==> config.mk <==
export PLATFORM = sky130hd
export DESIGN_NAME = ppu_result_fifo_flat
export DESIGN_NICKNAME = d
export VERILOG_FILES = /design/src/rtl/ppu_pkg.sv /design/src/rtl/ppu_result_fifo_if.sv /design/src/rtl/ppu_fifo_mem.sv /design/src/rtl/ppu_result_fifo.sv /design/src/flat_wrapper.sv
export SDC_FILE = /design/constraint.sdc
export NUM_CORES = 1
export LEC_CHECK = 0
export CAP_MARGIN = 20
export CORE_MARGIN = 5
export CORE_UTILIZATION = 50
export CTS_CLUSTER_DIAMETER = 40
export DETAILED_ROUTE_END_ITERATION = 7
export PLACE_DENSITY = 0.66
export SYNTH_ARGS = -nofsm -noshare
export SYNTH_HDL_FRONTEND = slang
export SYNTH_SLANG_ARGS = --single-unit
==> constraint.sdc <==
create_clock -name clk -period 4.8 [get_ports clk]
set_clock_uncertainty 0.15 [all_clocks]
set_input_delay 0.72 -clock clk [delete_from_list [all_inputs] [get_ports clk]]
set_output_delay 0.72 -clock clk [all_outputs]
set_load 0.01 [all_outputs]
==> src/rtl/ppu_pkg.sv <==
// Shared PPU definitions: op tag encoding and the result record that
// travels from the pipeline into the result FIFO.
package ppu_pkg;

  localparam int N       = 16;
  localparam int OP_SIZE = 2;

  typedef enum logic [OP_SIZE-1:0] {
    OP_ADD = 2'd0,
    OP_SUB = 2'd1,
    OP_MUL = 2'd2,
    OP_DIV = 2'd3
  } ppu_op_e;

  // One retired result together with the op that produced it.
  typedef struct packed {
    ppu_op_e        op;
    logic [N-1:0]   result;
  } ppu_result_t;

endpackage

==> src/rtl/ppu_result_fifo_if.sv <==
// Pipeline-side and consumer-side handshake of the PPU result FIFO.
// The slave modport is the FIFO itself; master is the surrounding logic.
interface ppu_result_fifo_if
  import ppu_pkg::*;
#(
  parameter int N = 16
);

  logic               pipe_valid_i;
  logic [N-1:0]       pipe_result_i;
  logic [OP_SIZE-1:0] pipe_op_i;

  logic               out_valid_o;
  logic               out_ready_i;
  logic [N-1:0]       out_result_o;
  logic [OP_SIZE-1:0] out_op_o;

  modport slave (
    input  pipe_valid_i, pipe_result_i, pipe_op_i, out_ready_i,
    output out_valid_o, out_result_o, out_op_o
  );

  modport master (
    output pipe_valid_i, pipe_result_i, pipe_op_i, out_ready_i,
    input  out_valid_o, out_result_o, out_op_o
  );

endinterface

==> src/rtl/ppu_fifo_mem.sv <==
// Storage array for the result FIFO: one synchronous write port and one
// asynchronous read port so the head entry falls straight through.
module ppu_fifo_mem #(
  parameter int WIDTH = 18,
  parameter int DEPTH = 8,
  parameter int AW    = $clog2(DEPTH)
) (
  input  logic             clk,
  input  logic             wr_en_i,
  input  logic [AW-1:0]    wr_addr_i,
  input  logic [WIDTH-1:0] wr_data_i,
  input  logic [AW-1:0]    rd_addr_i,
  output logic [WIDTH-1:0] rd_data_o
);

  logic [WIDTH-1:0] mem_q [DEPTH];

  // Write the addressed entry when the top accepts a push.
  // NOTE: contents carry no reset; validity comes from the pointers, so
  // clearing the array would only add reset fan-out for nothing.
  always_ff @(posedge clk) begin
    if (wr_en_i) begin
      mem_q[wr_addr_i] <= wr_data_i;
    end
  end

  assign rd_data_o = mem_q[rd_addr_i];

endmodule

==> src/rtl/ppu_result_fifo.sv <==
// First-word-fall-through result buffer behind the PPU pipeline. Holds
// pointers, the almost-full back-pressure flag and the sticky overflow.
module ppu_result_fifo
  import ppu_pkg::*;
#(
  parameter int N     = 16,
  parameter int DEPTH = 8,
  parameter int SLACK = 3
) (
  input  logic                     clk,
  input  logic                     rst,
  ppu_result_fifo_if.slave         bus,
  output logic [$clog2(DEPTH):0]   count_o,
  output logic                     almost_full_o,
  output logic                     overflow_o
);

  localparam int AW = $clog2(DEPTH);
  localparam int PW = AW + 1;
  localparam int W  = N + OP_SIZE;
  localparam logic [PW-1:0] AF_LEVEL = PW'(DEPTH - SLACK);

  logic [PW-1:0] wr_ptr_q, wr_ptr_d;
  logic [PW-1:0] rd_ptr_q, rd_ptr_d;
  logic          overflow_q, overflow_d;

  logic          empty, full, pop, push, drop;
  logic [W-1:0]  head;

  // Full when indexes match but the wrap bits differ; empty when equal.
  assign empty = (wr_ptr_q == rd_ptr_q);
  assign full  = (wr_ptr_q[AW-1:0] == rd_ptr_q[AW-1:0]) &&
                 (wr_ptr_q[AW] != rd_ptr_q[AW]);

  // A pop frees a slot in the same cycle, so push-while-full is legal
  // as long as the consumer takes the head.
  assign pop  = !empty && bus.out_ready_i;
  assign push = bus.pipe_valid_i && (!full || pop);
  assign drop = bus.pipe_valid_i && full && !pop;

  // Next-state for pointers and the sticky overflow flag.
  always_comb begin
    wr_ptr_d   = wr_ptr_q;
    rd_ptr_d   = rd_ptr_q;
    overflow_d = overflow_q;
    if (push) wr_ptr_d = wr_ptr_q + PW'(1);
    if (pop)  rd_ptr_d = rd_ptr_q + PW'(1);
    if (drop) overflow_d = 1'b1;
  end

  // State register with synchronous reset; stored entries are discarded
  // simply by collapsing the pointers.
  // NOTE: non-blocking assignments keep every register sampling the
  // pre-edge values, independent of statement order.
  always_ff @(posedge clk) begin
    if (rst) begin
      wr_ptr_q   <= '0;
      rd_ptr_q   <= '0;
      overflow_q <= 1'b0;
    end else begin
      wr_ptr_q   <= wr_ptr_d;
      rd_ptr_q   <= rd_ptr_d;
      overflow_q <= overflow_d;
    end
  end

  ppu_fifo_mem #(
    .WIDTH (W),
    .DEPTH (DEPTH)
  ) u_mem (
    .clk       (clk),
    .wr_en_i   (push),
    .wr_addr_i (wr_ptr_q[AW-1:0]),
    .wr_data_i ({bus.pipe_op_i, bus.pipe_result_i}),
    .rd_addr_i (rd_ptr_q[AW-1:0]),
    .rd_data_o (head)
  );

  assign bus.out_valid_o  = !empty;
  assign bus.out_result_o = head[N-1:0];
  assign bus.out_op_o     = head[W-1:N];

  // Occupancy and back-pressure come from registered pointers only.
  assign count_o       = wr_ptr_q - rd_ptr_q;
  assign almost_full_o = (count_o >= AF_LEVEL);
  assign overflow_o    = overflow_q;

endmodule

==> src/flat_wrapper.sv <==
// flat-port wrapper written by rule: the top's interface ports become plain ports
module ppu_result_fifo_flat import ppu_pkg::*;
#(
  parameter int N     = 16,
  parameter int DEPTH = 8,
  parameter int SLACK = 3
)
  (clk, rst, count_o, almost_full_o, overflow_o, bus_pipe_valid_i, bus_pipe_result_i, bus_pipe_op_i, bus_out_ready_i, bus_out_valid_o, bus_out_result_o, bus_out_op_o);
  ppu_result_fifo_if #(.N(N)) bus_i ();
  input  logic clk;
  input  logic rst;
  output logic [$clog2(DEPTH):0] count_o;
  output logic almost_full_o;
  output logic overflow_o;
  input wire logic [$bits(bus_i.pipe_valid_i)-1:0] bus_pipe_valid_i;
  input wire logic [$bits(bus_i.pipe_result_i)-1:0] bus_pipe_result_i;
  input wire logic [$bits(bus_i.pipe_op_i)-1:0] bus_pipe_op_i;
  input wire logic [$bits(bus_i.out_ready_i)-1:0] bus_out_ready_i;
  output wire logic [$bits(bus_i.out_valid_o)-1:0] bus_out_valid_o;
  output wire logic [$bits(bus_i.out_result_o)-1:0] bus_out_result_o;
  output wire logic [$bits(bus_i.out_op_o)-1:0] bus_out_op_o;
  assign bus_i.pipe_valid_i = bus_pipe_valid_i;
  assign bus_i.pipe_result_i = bus_pipe_result_i;
  assign bus_i.pipe_op_i = bus_pipe_op_i;
  assign bus_i.out_ready_i = bus_out_ready_i;
  assign bus_out_valid_o = bus_i.out_valid_o;
  assign bus_out_result_o = bus_i.out_result_o;
  assign bus_out_op_o = bus_i.out_op_o;
  ppu_result_fifo #(.N(N), .DEPTH(DEPTH), .SLACK(SLACK)) u_core (.clk(clk), .rst(rst), .bus(bus_i), .count_o(count_o), .almost_full_o(almost_full_o), .overflow_o(overflow_o));
endmodule
==> flow_metrics.py <==
metrics = {
    "placed_design": {
        "place_congestion": 0.885,
        "portBuffers": 46,
        "pre_cts_ws_ns": 1.44,
        "hpwl_mm": 6.39,
    },
    "yosys": {
        "synth_warnings": 0,
        "yosys.area.top_type": "edfxtp_1",
        "synth_fp_nets": 325,
        "syn_avg_cell_area_um2": 21.2,
        "synthCells": 297,
        "ys_types": 31,
        "yosys-top-cells-area": "edfxtp_1, mux4_1, mux2_2",
        "synth-seq-area-share": 0.726,
        "synth-seq-cells": 156,
        "syn-cell-area_mm2": 0.00629,
        "netlist.area_leader.share": 0.688,
    },
    "final_layout": {
        "layout_common_cells": "edfxtp_1, clkdlybuf4s50_1, mux4_1, mux2_2, clkbuf_16",
        "final_common_cell": "edfxtp_1",
        "antenna_cells": 0,
        "fill_cells": 921,
        "multiInputGateArea_mm2": 0.00165,
        "fin_nets": 389,
        "syn2layout_area_growth_pct": 20.5,
        "drive_above_1_share": 0.180,
        "seq_area_mm2": 0.00457,
    },
    "critical_path": {
        "path_class": "flop to output pin",
        "critPathLaunchType": "flop",
        "cp.required_ns": 3.93,
        "slowest_delay_ns": 0.66,
        "path_cells": "buf_4 -> mux4_1 -> mux2_2 -> clkdlybuf4s50_1",
        "critPathCaptureType": "output pin",
        "crit_fanout": 21,
        "crit_arrival_ns": 2.91,
        "slowest_stage": "dfxtp_2",
    },
    "clock_tree": {
        "clock_sinks": 156,
        "cts_root_buffer": "clkbuf_16",
        "cts_tree": "yes",
        "cts.clk_slew.worst_paths_ns": 0.06,
        "clockBufferDepth": 2,
        "cts-resized-gates": 0,
        "holdBufCountCts": 0,
        "worst_skew_pair.late_latency_ns": 0.41,
        "postCtsSetupBuffers": 0,
        "cts_buffers": 17,
        "htree_levels": 4,
    },
    "sta": {
        "max_freq_mhz": 265,
        "fin_tns_setup_ns": 0,
        "setup_viol_count_final": 0,
        "final.setup.worst_slack_ns": 1.02,
        "period_minus_slack_ns": 3.78,
        "slew_violations": 0,
        "tightest_slew_ns": 0.868,
        "fin_crit_sh": 0.787,
        "rsz0062_at_grt": "no",
        "final-hold-violation-count": 0,
        "max-slew-margin-rel": 0.420,
    },
    "global_route": {
        "use_met3": 0.0474,
        "grt_pass1_wl_mm": 17.4,
        "grt.overflow.total": 0,
        "busiest_layer": "met2",
        "gr-usage-all-layers": 0.162,
        "grt_max_degree": 37,
        "grt.met1_usage": 0.217,
        "antenna_found_initial": 0,
        "grt_pass1_vias": 3135,
        "met2_usage": 0.251,
    },
    "outcome": {
        "status": "complete, no violations",
    },
    "run": {
        "max_cap_violations": 0,
    },
    "detailed_routing": {
        "drc": 0,
        "postRouteWirelength_mm": 10.9,
        "drtPass1Iterations": 4,
        "drt_iter0_markers": 184,
        "ant_nets": 0,
        "wl_per_cell_um": 20.1,
        "routed_via_density": 5.48,
        "via_count": 2981,
    },
    "power_and_ir_drop": {
        "total_power_mw": 3.25,
        "p_leak_nw": 2.52,
        "vdd_drop_max_mv": 0.236,
        "powerDensity_mw_per_mm2": 429,
    },
    "floorplanning": {
        "coreArea_mm2": 0.0125,
        "fp.dieW_um": 122,
        "ios": 47,
        "die_area_mm2": 0.0149,
        "die_height_um": 122,
        "initial_core_util": 0.504,
        "rows": 41,
    },
    "worst_hold_path": {
        "hold_class": "flop to flop",
    },
}
-- metal layers --
metal  part of all wire  vias up
met3              0.057       16
met2               0.49       86
met5                  0        -
li1                   -     1367
met4              0.017        0
met1               0.44     1512
-- synthesized netlist by cell type --
library cell and n:
a21oi_1 7, buf_2 2, nor2_1 12, dfxtp_1 12
buf_6 4, and3_1 2, xnor2_1 2, edfxtp_1 144
inv_1 7, a31oi_1 1, nand4_1 2, clkbuf_1 2
fa_1 1, mux2_2 25, clkbuf_2 2, buf_1 2
nor4_1 1, nor3_1 4, mux2i_1 2, nand2b_1 4
and2_1 1, and4b_1 1, nand3b_1 1, xor2_1 1
a21boi_0 1, a211o_1 1, ha_1 5, nor2b_1 4
mux4_1 36, nand2_1 6, o21ai_0 2
-- per-stage QoR --
step / area, µm² / cells / utilization / hold WS (ns)
3_5_place_dp: 7000 / 513 / 0.561 / 0.355
6_report: 7570 / 544 / 0.608 / 0.352
3_3_place_gp: 7000 / 513 / 0.561 / 0.336
5_1_grt: 7570 / 544 / 0.608 / 0.382
4_1_cts: 7560 / 543 / 0.606 / 0.368
2_1_floorplan: 6290 / 297 / - / 0.355
-- power breakdown --
part | switching, mW | leakage [nW] | internal (mW) | total [mW]
Clock | 0.475 | 0.268 | 0.805 | 1.28
Combinational | 0.173 | 0.849 | 0.243 | 0.416
Sequential | 0.0283 | 1.41 | 1.52 | 1.55
Total | 0.676 | 2.52 | 2.57 | 3.25
-- logic make-up after synthesis --
group,synth area share
flops,0.726
compound gates,0.0107
buf+inv,0.0169
simple gates,0.0306
mux,0.198
xor+xnor,0.00418
fa+ha+maj,0.0131
-- state kept, by name (all words and copies together), names as in the netlist, named ones only --
signal	cells
u_core.rd_ptr_q	4
u_core.u_mem.mem_q	144
u_core.overflow_o	1
u_core.wr_ptr_q	4
-- area by class of cell --
type,count,share of cell area
Inverter,7,0.00347
Tap cell,172,0.0284
Timing Repair Buffer,57,0.0727
Multi-Input combinational cell,122,0.218
Sequential cell,156,0.603
Clock buffer,21,0.0581
Clock inverter,9,0.0162
-- critical path: cells and delay by family (launching register included) --
| kind | cells | cell delay [ns] |
|---|---|---|
| buf+inv | 2 | 0.93 |
| flops | 1 | 0.66 |
| mux | 2 | 0.89 |
-- worst paths after layout --
path / from / endpoint / slack [ns] / cells past startpoint
max: flop / bus_out_result_o[6] / 1.02 / 4
min: u_core.overflow_o$_SDFFE_PP0P_ / u_core.overflow_o$_SDFFE_PP0P_ / 0.35 / 2
max reg2reg: u_core.wr_ptr_q[0]$_SDFFE_PP0P_ / u_core.u_mem.mem_q[3][5]$_DFFE_PP_ / 1.80 / 6
min reg2reg: u_core.overflow_o$_SDFFE_PP0P_ / u_core.overflow_o$_SDFFE_PP0P_ / 0.35 / 2
(Power assumes the default switching activity.)
